==> config.mk <==
export PLATFORM = sky130hd
export DESIGN_NAME = event_encoder
export DESIGN_NICKNAME = d
export VERILOG_FILES = /design/src/rtl/event_encoder.sv
export SDC_FILE = /design/constraint.sdc
export NUM_CORES = 1
export LEC_CHECK = 0
export ABC_CLOCK_PERIOD_IN_PS = 4600
export BUFFER_PORTS_ARGS = -buffer_cell sky130_fd_sc_hd__buf_4
export CAP_MARGIN = 10
export CELL_PAD_IN_SITES_DETAIL_PLACEMENT = 1
export CELL_PAD_IN_SITES_GLOBAL_PLACEMENT = 2
export CORE_UTILIZATION = 35
export DETAILED_ROUTE_END_ITERATION = 8
export PLACE_DENSITY_LB_ADDON = 0.1
export SYNTH_ARGS = -nofsm -noshare
export SYNTH_HDL_FRONTEND = slang
export SYNTH_SLANG_ARGS = --single-unit
==> constraint.sdc <==
create_clock -name clk -period 4.6 [get_ports clk]
set_input_delay 0.46 -clock clk [delete_from_list [all_inputs] [get_ports clk]]
set_output_delay 0.46 -clock clk [all_outputs]
set_load 0.01 [all_outputs]
==> src/rtl/event_encoder.sv <==
// -----------------------------------------------------------------------------
// event_encoder
//   Sequential N-to-log2(N) priority encoder. Each rising edge on a request
//   line is latched in a pending register. Pending events are presented one at
//   a time as a binary index on a valid/ready handshake. The lowest index has
//   the highest priority. An edge that arrives on a line that is already
//   pending is merged into that pending bit and raises a sticky overrun flag.
//
// Ports
//   clk      in   rising-edge clock
//   rst_n    in   asynchronous active-low reset
//   en       in   1 = capture rising edges on req, 0 = ignore edges
//   req      in   [N] request lines, synchronous to clk
//   code     out  [W] index of the event being presented
//   valid    out  code is valid
//   ready    in   consumer accepts code when valid & ready at a clk edge
//   pending  out  [N] latched, not-yet-accepted events (includes presented one)
//   overrun  out  sticky: an edge arrived on a line that was already pending
//   clr_ovr  in   synchronous clear of overrun (a set in the same cycle wins)
// -----------------------------------------------------------------------------
module event_encoder #(
   parameter  int N = 8,
   localparam int W = $clog2(N)
) (
   input  logic         clk,
   input  logic         rst_n,
   input  logic         en,
   input  logic [N-1:0] req,
   output logic [W-1:0] code,
   output logic         valid,
   input  logic         ready,
   output logic [N-1:0] pending,
   output logic         overrun,
   input  logic         clr_ovr
);

   // Index of the lowest set bit; the scan runs downward so the lowest index
   // is written last and wins.
   function automatic logic [W-1:0] lowest_idx(input logic [N-1:0] v);
      lowest_idx = '0;
      for (int i = N - 1; i >= 0; i--) begin
         if (v[i]) lowest_idx = W'(i);
      end
   endfunction

   logic [N-1:0] req_q;
   logic [N-1:0] pending_q, pending_d;
   logic         valid_q,   valid_d;
   logic [W-1:0] code_q,    code_d;
   logic         overrun_q, overrun_d;

   logic [N-1:0] rise;
   logic [N-1:0] clr;
   logic [N-1:0] cand;
   logic         acc;
   logic         slot_free;

   always_comb begin
      rise      = {N{en}} & req & ~req_q;
      acc       = valid_q & ready;
      clr       = '0;
      for (int i = 0; i < N; i++) begin
         clr[i] = acc && (code_q == W'(i));
      end

      // A rise on the bit being accepted this cycle re-sets that bit: it is a
      // fresh event, not a duplicate, so it does not count as an overrun.
      pending_d = (pending_q & ~clr) | rise;

      if (|(rise & pending_q & ~clr)) begin
         overrun_d = 1'b1;
      end else if (clr_ovr) begin
         overrun_d = 1'b0;
      end else begin
         overrun_d = overrun_q;
      end

      // Only registered pending feeds the output slot; this cycle's rises
      // become candidates one cycle later.
      slot_free = ~valid_q | acc;
      cand      = pending_q & ~clr;
      valid_d   = valid_q;
      code_d    = code_q;
      if (slot_free) begin
         if (|cand) begin
            valid_d = 1'b1;
            code_d  = lowest_idx(cand);
         end else begin
            valid_d = 1'b0;
         end
      end
   end

   always_ff @(posedge clk or negedge rst_n) begin
      if (!rst_n) begin
         // All ones so a line already high through reset is not an edge.
         req_q     <= '1;
         pending_q <= '0;
         valid_q   <= 1'b0;
         code_q    <= '0;
         overrun_q <= 1'b0;
      end else begin
         req_q     <= req;
         pending_q <= pending_d;
         valid_q   <= valid_d;
         code_q    <= code_d;
         overrun_q <= overrun_d;
      end
   end

   assign code    = code_q;
   assign valid   = valid_q;
   assign pending = pending_q;
   assign overrun = overrun_q;

endmodule

# Word-level counts from Yosys, hierarchy flattened

Cells that the tools add are included.

Input port bits: 13
Bits in registers: 21
Word-level logic and storage cells: 47
Output and inout bits: 13

Reductions and logical operators: 13
Bitwise gates (word level): 11
Multiplexer cells: 11
Equality and inequality tests: 7

Operators by type and width:

| cell               | number |
|---|---|
| $and 8x8->8        | 5 |
| $mux 3             | 8 |
| $not 8->8          | 2 |
| $reduce_or 8->1    | 2 |
| $eq 3x3->1 const B | 4 |
| $logic_and 1x1->1  | 8 |
| $or 8x8->8         | 1 |
| $eq 3x2->1 const B | 2 |
| $eq 3x1->1 const B | 1 |
| $logic_not 3->1    | 1 |
| $mux 1             | 3 |
| $reduce_and 2->1   | 1 |
| $reduce_bool 2->1  | 1 |
| $and 1x1->1        | 1 |
| $not 1->1          | 1 |
| $or 1x1->1         | 1 |

# Longest topological paths before layout

Gate-level depths: netlist of the first run.

Word-level depth: 12
Mapped depth: 5
Mapped depth without buffers: 5

# Worst setup path before layout of the first run

Ideal clock, no wire load.

Path type: register to register
Start: reg code_q[2], in the netlist code[2]
End: reg code_q[1], in the netlist code[1]
Data required time: 4.472 ns
Path slack: 2.846 ns
Cell stages (with the launch flop): 6
Data arrival time: 1.626 ns
Period minus slack after synthesis: 1.754 ns
Path buffers: 0
Library setup time: 0.128 ns
Cells stage by stage: dfrtp_1 -> nand3b_1 -> o31ai_2 -> nand4_2 -> o21ai_2 -> mux2_1

Word-level cells in the longest chain between the ends: 12
Elaborated cells on any way between the ends: 28
Those cells by class: 7 x eq/ne; 8 x mux; 2 x bitwise; 11 x reduce/logical

RTL lines:

| element                  | RTL line | RTL |
|---|---|---|
| start: declaration       | 49       | `logic [W-1:0] code_q, code_d;` |
| start signal: assignment | 106      | `code_q <= code_d;` |
| $eq 3x3->1               | 63       | `clr[i] = acc && (code_q == W'(i));` |
| $logic_and 1x1->1        | 63       |  |
| $not 8->8 (*)            | 81       | `cand = pending_q & ~clr;` |
| $and 8x8->8 (*)          | 81       |  |
| $mux 3 (8 in a row)      | 42       | `if (v[i]) lowest_idx = W'(i);` |

Every way passes the cells marked *; elsewhere a longest branch is shown, timed or not.
A chain may end at the register's enable or synchronous reset.

# Worst setup path in the final report of the first run

Start: reg code_q[0], in the netlist code[0]
End: reg code_q[1], in the netlist code[1]

Same word-level chain as after synthesis.

==> impl_metrics.ini, run 1 <==
[clocking]
cts_setup_buffers = 0
cts_tree = built
clkTransAtPathRegs_ns = 0.11
cts_hold_buffers = 0
cts_buffers = 3
ctsRootBufferMaster = clkbuf_4
cts_buffer_depth = 2
cts-resized-gates = 0
cts_sinks = 21
cts-htree-levels = 1
clk_latency_ns = 0.30

[timing]
hold_viol = 0
finalMaxSlewViolations = 0
worst_pin_slew_ns = 0.413
rsz0062_at_grt = no
fin_skew_ns = 0.00211
period_needed_ns = 1.94
fin_crit_sh = 0.422
hold-worst-slack_ns = 0.0217
max_clock_freq_mhz = 515
tns_ns = 0
relSlewSlack = 0.723
setup_viol = 0

[cells_and_area]
drive_gt1_frac = 0.440
final_nets = 123
antenna_cells = 0
syn_to_final_growth_pct = 25.9
post-route-util = 0.480
fin_area_sq_um = 1220

[logic_synthesis]
synth_ff_type = dfrtp_1
synthTopCellsByCount = 13 x dfrtp_1, 8 x dfstp_2, 7 x nand2b_1, 6 x inv_1, 6 x o21ai_2
syn_avg_cell_area_sq_um = 12.1
syn_area_sq_um = 970
yosys.cell_types.count = 30
yosys_warnings = 0
ys_top_cells_by_area = dfrtp_1 34%, dfstp_2 22%, o21ai_2 5.4%, nand2b_1 4.5%, o211ai_1 3.1%
async_reset_ff_frac = 1.00
yosysMostFrequentCell = dfrtp_1
syn_nets = 93
synth_top_cell_area_share = 0.335
yosysTopAreaCell = dfrtp_1
netlist_instances = 80
synth-seq-cells = 21
synth-seq-area-share = 0.552
synth_enable_flop_cells = 0

[grt]
track_usage = 0.184
grt_pass1_wl_mm = 3.74
antenna_found_initial = 0
grt_pass1_vias = 800
gr-total-overflow = 0
grt_max_degree = 22

[pwr]
total_power_mw = 0.651
power_density_nw_per_um2 = 533
p_leak_nw = 0.509
vdd_ir_drop_max_mv = 0.269

[die]
die_w_um = 54.6
die-area_sq_um = 2980
core_area_sq_um = 2540
io_pins = 26
initial_utilization = 0.381
fp.dieH_um = 54.6
rows = 18

[setup_path]
worstPathMaxFanout = 8
arrival_ns = 2.14
crit_path_start_kind = register
critPathLaunch = code[0]
worstSetupEndpointType = register
critPathKind = register to register
rr_startpoint = code[0]
crit_required_ns = 4.79

[routing]
drt_iter0_markers = 7
wl_mm = 2.20
drtAntennaViolNets = 0
dr_total_vias = 756
drc = 0
post_drt_via_cell_ratio = 5.44
post_drt_wl_per_cell_um = 15.8
drtPass1Iterations = 2

[job]
cap_viol_max_count = 0

[place]
place.gp.congestion = 0.791
dpl_cell_area_sq_um = 1190
port_buffers = 25

[status]
outcome = finished, final reports clean

[hold_path]
hold_path_class = input pin to async pin
-- worst paths after layout --
kind | to | slack [ns] | depth (start not counted)
setup / recovery | code[1] | 2.66 | 5
hold / removal | code[0] | 0.02 | 1
min in group clk | req_q[0] | 0.26 | 1
setup reg to reg | code[1] | 2.66 | 5
max in group asynchronous | req_q[6] | 4.31 | 1
hold reg to reg | overrun | 0.56 | 2
-- through the flow --
step           instances  setup WS [ns]
2_1_floorplan         80           2.85
3_3_place_gp         135           2.63
3_5_place_dp         135           2.63
4_1_cts              139           2.67
5_1_grt              139           2.54
6_report             139           2.66
-- metal layers --
layer / track usage / vias to the layer above / routed length (um)
li1: - / 362 / -
met1: 0.242 / 373 / 1060
met2: 0.293 / 19 / 1060
met3: 0.0333 / 2 / 73
met4: 0.0769 / 0 / 13
met5: 0 / - / 0
-- critical path: stages (launching register included) --
cell and delay [ns]:
dfrtp_1 0.55, nand4b_1 0.25, o21ai_2 0.33, nand4_2 0.19
o21ai_2 0.18, mux2_1 0.34
-- flip-flops by register name (all words and copies together) (netlist names) --
signal	count
overrun	1
req_q	8
code	3
pending	8
valid	1
-- layout make-up --
cell class | count | area [sq um]
multi-input combinational | 53 | 412
fill | 303 | 1320
sequential | 21 | 536
tap | 30 | 37.5
timing repair buffer | 25 | 188
inverter | 6 | 22.5
clock buffer | 4 | 26.3
-- layout by cell type (no fill, tap or decap), types with 3 or more instances in the layout --
cell type,instances
buf_4,25
dfrtp_1,13
dfstp_2,8
nand2b_1,7
inv_1,6
o21ai_2,6
nand2_1,4
o211ai_1,4
o21ai_0,3
clkbuf_4,3
-- kinds of logic (layout without fill, tap and decap cells) --
logic type | after synthesis | in the layout | synth area share
simple gates | 21 | 21 | 0.160
flops | 21 | 21 | 0.552
compound gates | 31 | 31 | 0.253
buf+inv | 6 | 35 | 0.0232
mux | 1 | 1 | 0.0116
-- power by group --
group,switching [mW],internal (mW),total [mW]
clock,0.0532,0.0338,0.0870
sequential,0.0560,0.234,0.290
combinational,0.146,0.128,0.274
Note: power is estimated with default switching activity, not from simulation.
==> inputs of run 2 (changes only) <==
Settings changed: ABC_CLOCK_PERIOD_IN_PS 4600 to 1970, CORE_UTILIZATION 35 to 32.
Clock period 4.6 ns to 1.97 ns, I/O delays scaled along.
==> run 2 against run 1 <==
  * The run now ends with design-rule violations left
  * Maximum frequency increased by 4.8%
  * Flip-flop and latch count unchanged
  * Combinational power increased to 2.5 times the previous value
  * Die area increased by 9.0%
  * Clock power increased to 2.5 times the previous value
  * Routed wire length increased by 5.5%
  * Cell area increased by 9.9%
  * Clock skew increased by 0.0057 ns
  * Sequential power increased by 140%
  * Total power increased by 150%
  * Worst hold slack improved by 0.017 ns
  * Critical endpoint unchanged
==> impl_metrics.ini, run 2 (synthesized netlist as in run 1, its figures left out) <==
[routing]
post_drt_wl_per_cell_um = 15.4
wl_mm = 2.32
drc = 4
drt_iter0_markers = 20
drtAntennaViolNets = 0
post_drt_via_cell_ratio = 5.19
drtPass1Iterations = 5
dr_total_vias = 784

[timing]
period_needed_ns = 1.85
worst_pin_slew_ns = 0.349
setup_viol = 0
max_clock_freq_mhz = 539
tns_ns = 0
fin_skew_ns = 0.00779
rsz0062_at_grt = no
hold_viol = 0
fin_crit_sh = 0.941
relSlewSlack = 0.767
hold-worst-slack_ns = 0.0390
finalMaxSlewViolations = 0

[cells_and_area]
multi_input_area_sq_um = 420
final_common_cell = buf_4
n_fill_cell = 325
antenna_cells = 0
syn_to_final_growth_pct = 38.5
post-route-util = 0.479
final_nets = 134
stdcell_count = 151
regArea_sq_um = 538
final_cell_mix = 27 x buf_4, 11 x dfrtp_1, 9 x dlygate4sd3_1
drive_gt1_frac = 0.442

[setup_path]
r2r_cells = 5
endpoint = code[1]
cp.depth = 5
critPathLaunch = code[2]
worstReg2RegEnd = code[1]
worstPathMaxFanout = 5
crit_required_ns = 2.17
arrival_ns = 2.06
crit_chain = nand3b_1 -> o31ai_4 -> nand4_2 -> o21ai_2 -> mux2_1
rr_startpoint = code[2]
r2r_slack_ns = 0.12
critPathBufInv = 0
slowest_delay_ns = 0.45
crit_path_start_kind = register
worstSetupEndpointType = register
cp_slowest_cell = dfrtp_1
critPathKind = register to register
crit_family = compound AO/OA/AOI/OAI gates

[clocking]
ctsRootBufferMaster = clkbuf_4
clkTransAtPathRegs_ns = 0.13
cts_buffers = 3
clk_latency_ns = 0.31
cts-htree-levels = 1
cts_sinks = 21
cts_buffer_depth = 2
cts_tree = built
cts_setup_buffers = 0

[pwr]
vdd_ir_drop_max_mv = 0.592
total_power_mw = 1.60
power_density_nw_per_um2 = 1190
p_leak_nw = 0.554

[grt]
grt_max_degree = 22
antenna_found_initial = 0
grt_pass1_vias = 822
grt_pass1_wl_mm = 4.01
track_usage = 0.160
gr-total-overflow = 0

[die]
initial_utilization = 0.346
io_pins = 26
die_w_um = 57.0
die-area_sq_um = 3250
core_area_sq_um = 2810
fp.dieH_um = 57.0
rows = 19

[status]
violations = design-rule violations
outcome = complete, but fails checks

[place]
port_buffers = 25
placedCellCount = 138
place.gp.congestion = 0.775

[job]
cap_viol_max_count = 0

[hold_path]
hold_path_class = input pin to register
==> run 2: cell types whose count changed in the layout (fill, tap and decap cells not counted), sizes merged <==
cell | before | now
clkinvlp | 0 | 1
buf | 25 | 27
dlygate4sd3 | 0 | 9
clkbuf | 4 | 3
==> run 2: cell type report <==
type                            count  area share
Clock buffer                        3      0.0168
Clock inverter                      1     0.00559
Inverter                            6      0.0168
Multi-Input combinational cell     53       0.313
Sequential cell                    21       0.401
Tap cell                           31      0.0289
Timing Repair Buffer               36       0.218
==> run 2: how the worst min path moves through the flow <==
stage | from | endpoint | slack, ns | cells past startpoint
CTS | clr_ovr | overrun | 0.03 | 2
detailed placement | rst_n | pending[4] | 0.1 | 1
global route | clr_ovr | overrun | 0.02 | 2
floorplan | rst_n | code[0] | -0.1 | 0
global placement | rst_n | pending[5] | 0.1 | 1
finish | clr_ovr | overrun | 0.04 | 2
==> run 2: repair_timing <==
item	CTS	global route
resized for setup	0	3
endpoints found under the hold margin	27	0
hold buffers	9	0
endpoints found under the setup margin	0	2
==> run 2: per-layer routing <==
layer / routed length (um) / share of wire / track usage / vias up
li1: - / - / - / 378
met1: 1060 / 0.46 / 0.206 / 385
met2: 1140 / 0.49 / 0.271 / 19
met3: 99 / 0.043 / 0.0476 / 2
met4: 12 / 0.0052 / 0.0314 / 0
met5: 0 / 0 / 0 / -
==> run 2: where the power goes <==
group	internal (mW)	switching, mW	total (mW)
clock	0.0775	0.141	0.219
combinational	0.334	0.357	0.691
sequential	0.550	0.143	0.693
==> run 2: stage by stage <==
stage	worst slack, ns	area, sq um
floorplan	0.216	970
global route	0.0177	1340
finish	0.116	1340
global placement	0.0786	1210
CTS	0.0282	1330
detailed placement	0.0521	1210
